===== config.mk =====
export PLATFORM = sky130hd
export DESIGN_NAME = alu_issue_ctrl
export DESIGN_NICKNAME = d
export VERILOG_FILES = /design/src/rtl/alu_issue_pkg.sv /design/src/rtl/alu_issue_regfile.sv /design/src/rtl/alu_issue_ctrl.sv
export SDC_FILE = /design/constraint.sdc
export NUM_CORES = 1
export LEC_CHECK = 0
export ABC_AREA = 1
export ABC_CLOCK_PERIOD_IN_PS = 1500
export BUFFER_PORTS_ARGS = -buffer_cell sky130_fd_sc_hd__buf_2
export CAP_MARGIN = 0
export CORE_MARGIN = 1
export CORE_UTILIZATION = 35
export CTS_CLUSTER_SIZE = 25
export DETAILED_ROUTE_END_ITERATION = 8
export PLACE_DENSITY = 0.67
export SYNTH_ARGS = -nofsm -noshare
export SYNTH_HDL_FRONTEND = slang
export SYNTH_HIERARCHICAL = 1
export SYNTH_SLANG_ARGS = --single-unit

===== constraint.sdc =====
create_clock -name clk -period 1.5 [get_ports clk]
set_input_delay 0.15 -clock clk [delete_from_list [all_inputs] [get_ports clk]]
set_output_delay 0.15 -clock clk [all_outputs]
set_load 0.05 [all_outputs]

===== src/rtl/alu_issue_pkg.sv =====
// alu_issue_pkg: opcodes, FSM states and instruction field positions for alu_issue_ctrl
package alu_issue_pkg;
  localparam logic [2:0] OP_ADD = 3'd0;
  localparam logic [2:0] OP_SUB = 3'd1;
  localparam logic [2:0] OP_AND = 3'd2;
  localparam logic [2:0] OP_OR  = 3'd3;
  localparam logic [2:0] OP_XOR = 3'd4;
  localparam logic [2:0] OP_SLL = 3'd5;
  localparam logic [2:0] OP_SRL = 3'd6;
  localparam logic [2:0] OP_SLT = 3'd7;
  localparam int IMM_SEL_BIT = 15;
  localparam int OP_LSB = 12;
  localparam int RD_LSB = 10;
  localparam int RA_LSB = 8;
  localparam int RB_LSB = 6;
  typedef enum logic [1:0] {S_IDLE, S_ISSUE, S_RESP} state_t;
endpackage


===== src/rtl/alu_issue_regfile.sv =====
// alu_issue_regfile: 4x8 register file, one sync write port, three comb read ports
module alu_issue_regfile (
  input  logic       clk,
  input  logic       rst_n,
  input  logic       we,
  input  logic [1:0] wa,
  input  logic [7:0] wd,
  input  logic [1:0] ra,
  input  logic [1:0] rb,
  input  logic [1:0] dbg_addr,
  output logic [7:0] a_data,
  output logic [7:0] b_data,
  output logic [7:0] dbg_data
);
  logic [7:0] rf [4];
  always_ff @(posedge clk or negedge rst_n)
    if (!rst_n) for (int i = 0; i < 4; i++) rf[i] <= '0;
    else if (we) rf[wa] <= wd;
  assign a_data   = rf[ra];
  assign b_data   = rf[rb];
  assign dbg_data = rf[dbg_addr];
endmodule


===== src/rtl/alu_issue_ctrl.sv =====
// alu_issue_ctrl: 3-cycle issue/capture/handoff sequencer driving an external 8-bit ALU
module alu_issue_ctrl
  import alu_issue_pkg::*;
#(
  parameter int CNT_W = 16
) (
  input  logic             clk,
  input  logic             rst_n,
  input  logic             instr_valid,
  output logic             instr_ready,
  input  logic [15:0]      instr,
  output logic [2:0]       alu_op,
  output logic [7:0]       alu_a,
  output logic [7:0]       alu_b,
  input  logic [7:0]       alu_y,
  input  logic             alu_zero,
  output logic             res_valid,
  input  logic             res_ready,
  output logic [7:0]       res_data,
  output logic             res_zero,
  output logic [1:0]       res_rd,
  input  logic [1:0]       dbg_addr,
  output logic [7:0]       dbg_data,
  output logic [CNT_W-1:0] retired_cnt
);
  state_t state, state_nxt;
  logic [1:0] rd;
  logic [7:0] a_data, b_data;
  logic accept, retire;
  assign instr_ready = state == S_IDLE;
  assign res_valid   = state == S_RESP;
  assign accept      = instr_ready && instr_valid;
  assign retire      = res_valid && res_ready;
  always_comb begin
    state_nxt = state;
    state_nxt = state == S_IDLE  ? (instr_valid ? S_ISSUE : S_IDLE) :
                state == S_ISSUE ? S_RESP :
                res_ready        ? S_IDLE : S_RESP;
  end
  always_ff @(posedge clk or negedge rst_n)
    if (!rst_n) state <= S_IDLE;
    else state <= state_nxt;
  // operands come from the rf in IDLE, so a result written in ISSUE is visible to the next accept
  always_ff @(posedge clk or negedge rst_n)
    if (!rst_n) begin
      alu_op <= '0;
      alu_a  <= '0;
      alu_b  <= '0;
      rd     <= '0;
    end else if (accept) begin
      alu_op <= instr[OP_LSB +: 3];
      alu_a  <= a_data;
      alu_b  <= instr[IMM_SEL_BIT] ? instr[7:0] : b_data;
      rd     <= instr[RD_LSB +: 2];
    end
  always_ff @(posedge clk or negedge rst_n)
    if (!rst_n) begin
      res_data <= '0;
      res_zero <= 1'b0;
      res_rd   <= '0;
    end else if (state == S_ISSUE) begin
      res_data <= alu_y;
      res_zero <= alu_zero;
      res_rd   <= rd;
    end
  always_ff @(posedge clk or negedge rst_n)
    if (!rst_n) retired_cnt <= '0;
    else if (retire) retired_cnt <= retired_cnt + CNT_W'(1);
  alu_issue_regfile u_rf (
    .clk      (clk),
    .rst_n    (rst_n),
    .we       (state == S_ISSUE),
    .wa       (rd),
    .wd       (alu_y),
    .ra       (instr[RA_LSB +: 2]),
    .rb       (instr[RB_LSB +: 2]),
    .dbg_addr (dbg_addr),
    .a_data   (a_data),
    .b_data   (b_data),
    .dbg_data (dbg_data)
  );
endmodule


# --- After elaboration in Yosys (flattened, before gate mapping) ---
# Index checks and enable logic that the tools add are counted.
totals:
  out_inout_bits: 56
  inputBits: 31
  word_cells: 46
  register_bits: 82
op_classes:
  bitwise: 4
  n_reduce_logical: 4
  eq_ne: 2
  add_sub_neg: 1
  n_lt_le_gt_ge: 5
  n_mux: 17
ops:
  columns: ["operator", "n"]
  rows:
  - ["8-bit 2-to-1 mux", 8]
  - ["8-bit binary-select mux with 2-bit select", 3]
  - ["32-bit bitwise mux", 1]
  - ["16-bit by 1-bit adder with 16-bit output, second input constant", 1]
  - ["8-bit demux with 2-bit select", 1]
  - ["3-bit greater-or-equal comparator, second input constant", 4]
  - ["2-bit NOT with 3-bit output", 4]
  - ["2-bit 2-to-1 mux", 3]
  - ["1-bit logical AND", 3]
  - ["3-bit by 1-bit less-than comparator with 1-bit output, second input constant", 1]
  - ["2-bit by 1-bit == test with 1-bit output, second input constant", 1]
  - ["2-bit == test, second input constant", 1]
  - ["2-bit zero test", 1]
  - ["1-bit 2-to-1 mux", 1]

# --- Longest topological paths before layout ---
logic_depth:
  depth_word: 6
  ltp_mapped: 9
  depth_no_buf: 9

# --- By module ---
# The synthesis kept the hierarchy.
by_module_without_submodules:
  columns: ["module", "seq_area_each_um2", "cells_each", "area_each_um2", "instances"]
  rows:
  - ["alu_issue_regfile", 800.8, 359, 2316.0, 1]
  - ["alu_issue_ctrl", 1251.2, 261, 2185.8, 1]

# --- Worst setup path before layout ---
# No wires, ideal clock.
synth_path:
  path_kind: "reg2reg"
  start: "reg retired_cnt[0]"
  end: "reg retired_cnt[14]"
  path_stages_with_launch: 9
  path_slack_ns: -0.189
  path_buffers: 0
  t_required_ns: 1.387
  period_less_slack_ns: 1.689
  arrival_ns: 1.576
  setup_ns: 0.113
  cell_sequence: "dfrtp_1 > ha_1 > inv_1 > nor2_1 > nand2_1 > nor2_2 > nand3_1 > nand2_1 > inv_1"
synth_via:
  elab_chain_len: 1
synth_lines:
  columns: ["element", "line", "source"]
  rows:
  - ["start: declaration", "alu_issue_ctrl.sv:24", "output logic [CNT_W-1:0] retired_cnt"]
  - ["start signal: assignment", "alu_issue_ctrl.sv:68", "else if (retire) retired_cnt <= retired_cnt + CNT_W'(1);"]
  - ["16-bit by 1-bit adder with 16-bit output", "alu_issue_ctrl.sv:68", null]
# Every way passes these cells.
# A chain may end at the register's enable or synchronous reset.

# --- Worst setup path after layout ---
layout_path:
  start: "reg u_rf/rf[7] in the netlist's numbering"
  end: "out dbg_data[7]"
layout_via:
  elab_chain_len: 3
layout_lines:
  columns: ["element", "line", "source"]
  rows:
  - ["start: declaration", "alu_issue_regfile.sv:15", "logic [7:0] rf [4];"]
  - ["start signal: indexed assignment", "alu_issue_regfile.sv:18", "else if (we) rf[wa] <= wd;"]
  - ["8-bit binary-select mux with 2-bit select", "alu_issue_regfile.sv:21", "assign dbg_data = rf[dbg_addr];"]
  - ["8-bit 2-to-1 mux (not written as such) (2 in series)", "alu_issue_regfile.sv:21", null]
  - ["end: declaration", "alu_issue_ctrl.sv:23", "output logic [7:0] dbg_data,"]
# Every way passes these cells. The select of a mux whose other input is x is not followed.

==> impl_metrics.env <==
export IMPL_status="finished, final reports clean"
export IMPL_drt_iter0_markers=267
export IMPL_power_density_mw_per_mm2=2180
export IMPL_vdd_drop_max_uv=1190
export IMPL_layout_commonest_cell="nand2_1"
export IMPL_die_area_mm2=0.0133
export IMPL_avgViaCountPerCell=4.66
export IMPL_drt_antenna_violating_nets=0
export IMPL_area_delta_synth_final_pct=21.6
export IMPL_drc=0
export IMPL_worst_pin_slew_ns=0.538
export IMPL_critPathMaxFanout=3
export IMPL_grt_first_pass_wirelength_mm=18.9
export IMPL_clock_sinks=82
export IMPL_grt_overflow=0
export IMPL_num_fill_cells=1313
export IMPL_io_buffers=86
export IMPL_nNetsFinal=742
export IMPL_ys_warn_count=6
export IMPL_avgSynthCellArea_um2=7.26
export IMPL_cts_clk_slew_worst_paths_ns=0.06
export IMPL_cp_top_family="flip-flops"
export IMPL_diodes=0
export IMPL_layout_drive_gt1_share_pct=21.5
export IMPL_start_util_pct=35.8
export IMPL_synthCells=620
export IMPL_synth_largest_area_cell="dfrtp_1"
export IMPL_path_common_cell="nand2_1"
export IMPL_cp_cell_sequence="inv_1 > nand2_1 > nand3_1 > nand2_1 > buf_4"
export IMPL_ys_types=26
export IMPL_yosys_top_cells_area="dfrtp_1 (46%), nand2_1 (24%), nand3_1 (6.9%)"
export IMPL_grt_max_degree=52
export IMPL_cp_num_buf_inv=2
export IMPL_fp_dieH_um=115
export IMPL_die_x_um=115
export IMPL_regArea_mm2=0.00205
export IMPL_final_cell_mix="nand2_1 (287), dfrtp_1 (80), buf_2 (80)"
export IMPL_min_period_ns=1.44
export IMPL_drtPass1Iterations=5
export IMPL_core_area_mm2=0.0126
export IMPL_grt_pass1_vias=3847
export IMPL_insertion_delay_ns=0.34
export IMPL_ys_ff_latch=82
export IMPL_io_pin_count=87
export IMPL_fin_crit_sh_pct=96.1
export IMPL_post_cts_repair_setup_buffers=0
export IMPL_routabilityCongestion=0.929
export IMPL_cts_tree="yes"
export IMPL_worst_slack_ns=0.0589
export IMPL_endpoint_kind="output pin"
export IMPL_final_cells=887
export IMPL_multi_input_comb_area_mm2=0.00203
export IMPL_seq_area_frac_synth_pct=45.6
export IMPL_synth_cell_area_mm2=0.00450
export IMPL_cp_start_kind="flop"
export IMPL_cts_htree_levels=3
export IMPL_dpl_hpwl_mm=8.25
export IMPL_vias=4131
export IMPL_rows=41
export IMPL_cts_root_buf="clkbuf_16"
export IMPL_fmax_ghz=0.694
export IMPL_dp_cells=866
export IMPL_wl_mm=11.4
export IMPL_antenna_found_initial=0
export IMPL_skew_ns=0.00973
export IMPL_cts_buffer_depth=2
export IMPL_p_leak_nw=3.01
export IMPL_grt_use_total_pct=18.3
export IMPL_worstPathArrival_ns=1.29
export IMPL_hp_class="input port to flop"
export IMPL_hold_viol=0
export IMPL_r2r_slack_ns=0.14
export IMPL_slew_headroom_pct=64.2
export IMPL_cp_required_ns=1.35
export IMPL_cts_buffers=9
export IMPL_timing_hold_ws_ns=0.0115
export IMPL_syn_nets=652
export IMPL_setup_viol=0
export IMPL_cpPeakStageDelay_ns=0.38
export IMPL_slew_viol_final=0
export IMPL_worstSetupPathType="flop to output pin"
export IMPL_max_cap_violations=0
export IMPL_synth_top_cell_area_share_pct=45.6
export IMPL_cp_slowest_cell="dfrtp_1"
export IMPL_avgRoutedWirePerCell_um=12.9
export IMPL_dpl_worst_slack_ns=0.0936
final cells by class:
type | instances | area share (%)
clock buffer | 12 | 4.50
clock inverter | 4 | 0.937
inverter | 74 | 5.08
multi-input combinational | 441 | 37.0
sequential | 82 | 37.5
tap | 172 | 3.93
timing repair buffer | 102 | 11.0
power breakdown:
part	switching (mW)	leakage [nW]	internal (mW)
logic	4.31	1.87	1.53
registers	0.693	0.997	3.18
clock network	0.890	0.143	1.34
total	5.89	3.01	6.05
cells in the mapped netlist (all sizes together):
cell / instances
xnor2: 5
inv: 74
a21oi: 2
o21ai: 29
nand4: 19
xor2: 5
buf: 22
nor2: 19
nand2: 291
nand3: 66
clkbuf: 2
nor3: 3
dfrtp: 82
ha: 1
worst min-delay path: stages:
cell and delay (ns):
buf_2 0.07, nand2_1 0.04, nand2_1 0.05
metrics by stage:
step	TNS (ns)	cell area, um^2	util, %	total power [mW]
after floorplan	-0.0306	4510	-	8.20
after global placement	0	5110	40.7	9.59
after detailed placement	0	5110	40.7	9.66
after CTS	0	5450	43.4	11.9
after global routing	-0.000629	5470	43.5	12.9
final	0	5470	43.5	11.9
final timing paths:
path                                         start                      end  depth (start not counted)
setup / recovery            u_rf/rf[7]$_DFFE_PN0P_              dbg_data[7]                          5
hold / removal                           instr[12]    alu_op[0]$_DFFE_PN0P_                          3
setup reg to reg                state[1]$_DFF_PN0_   u_rf/rf[7]$_DFFE_PN0P_                          4
hold reg to reg            res_data[1]$_DFFE_PN0P_  res_data[1]$_DFFE_PN0P_                          2
max in group asynchronous                    rst_n     alu_b[4]$_DFFE_PN0P_                          3
min in group asynchronous                    rst_n  res_data[5]$_DFFE_PN0P_                          2
registers in the layout, summed over array words and instances (netlist names):
name and count:
alu_op 3, alu_a 8, res_data 8, state 2, res_rd 2, u_rf/rf 32
alu_b 8, res_zero 1, rd 2, retired_cnt 16
routing by layer:
layer	GRT usage (%)	routed length [um]
met4	7.53	211
met5	0	0
met1	26.4	5760
met2	27.1	4800
met3	3.19	659
cells by family (layout without fill, tap and decap cells):
logic type      after synthesis  in the layout  share of synthesized area (%)
flops                        82             82                           45.6
buf+inv                      98            192                           9.84
compound gates               31             31                           4.11
xor+xnor                     10             10                           1.95
simple gates                398            399                           38.2
fa+ha+maj                     1              1                          0.278
repair_timing:
item                                   CTS  global route
pin swaps                                0             0
gates resized for setup                  1            14
setup endpoints to repair                1             8
endpoints found under the hold margin   18             0
gates cloned                             0             1
hold buffers                             4             0
(Power assumes the default switching activity.)
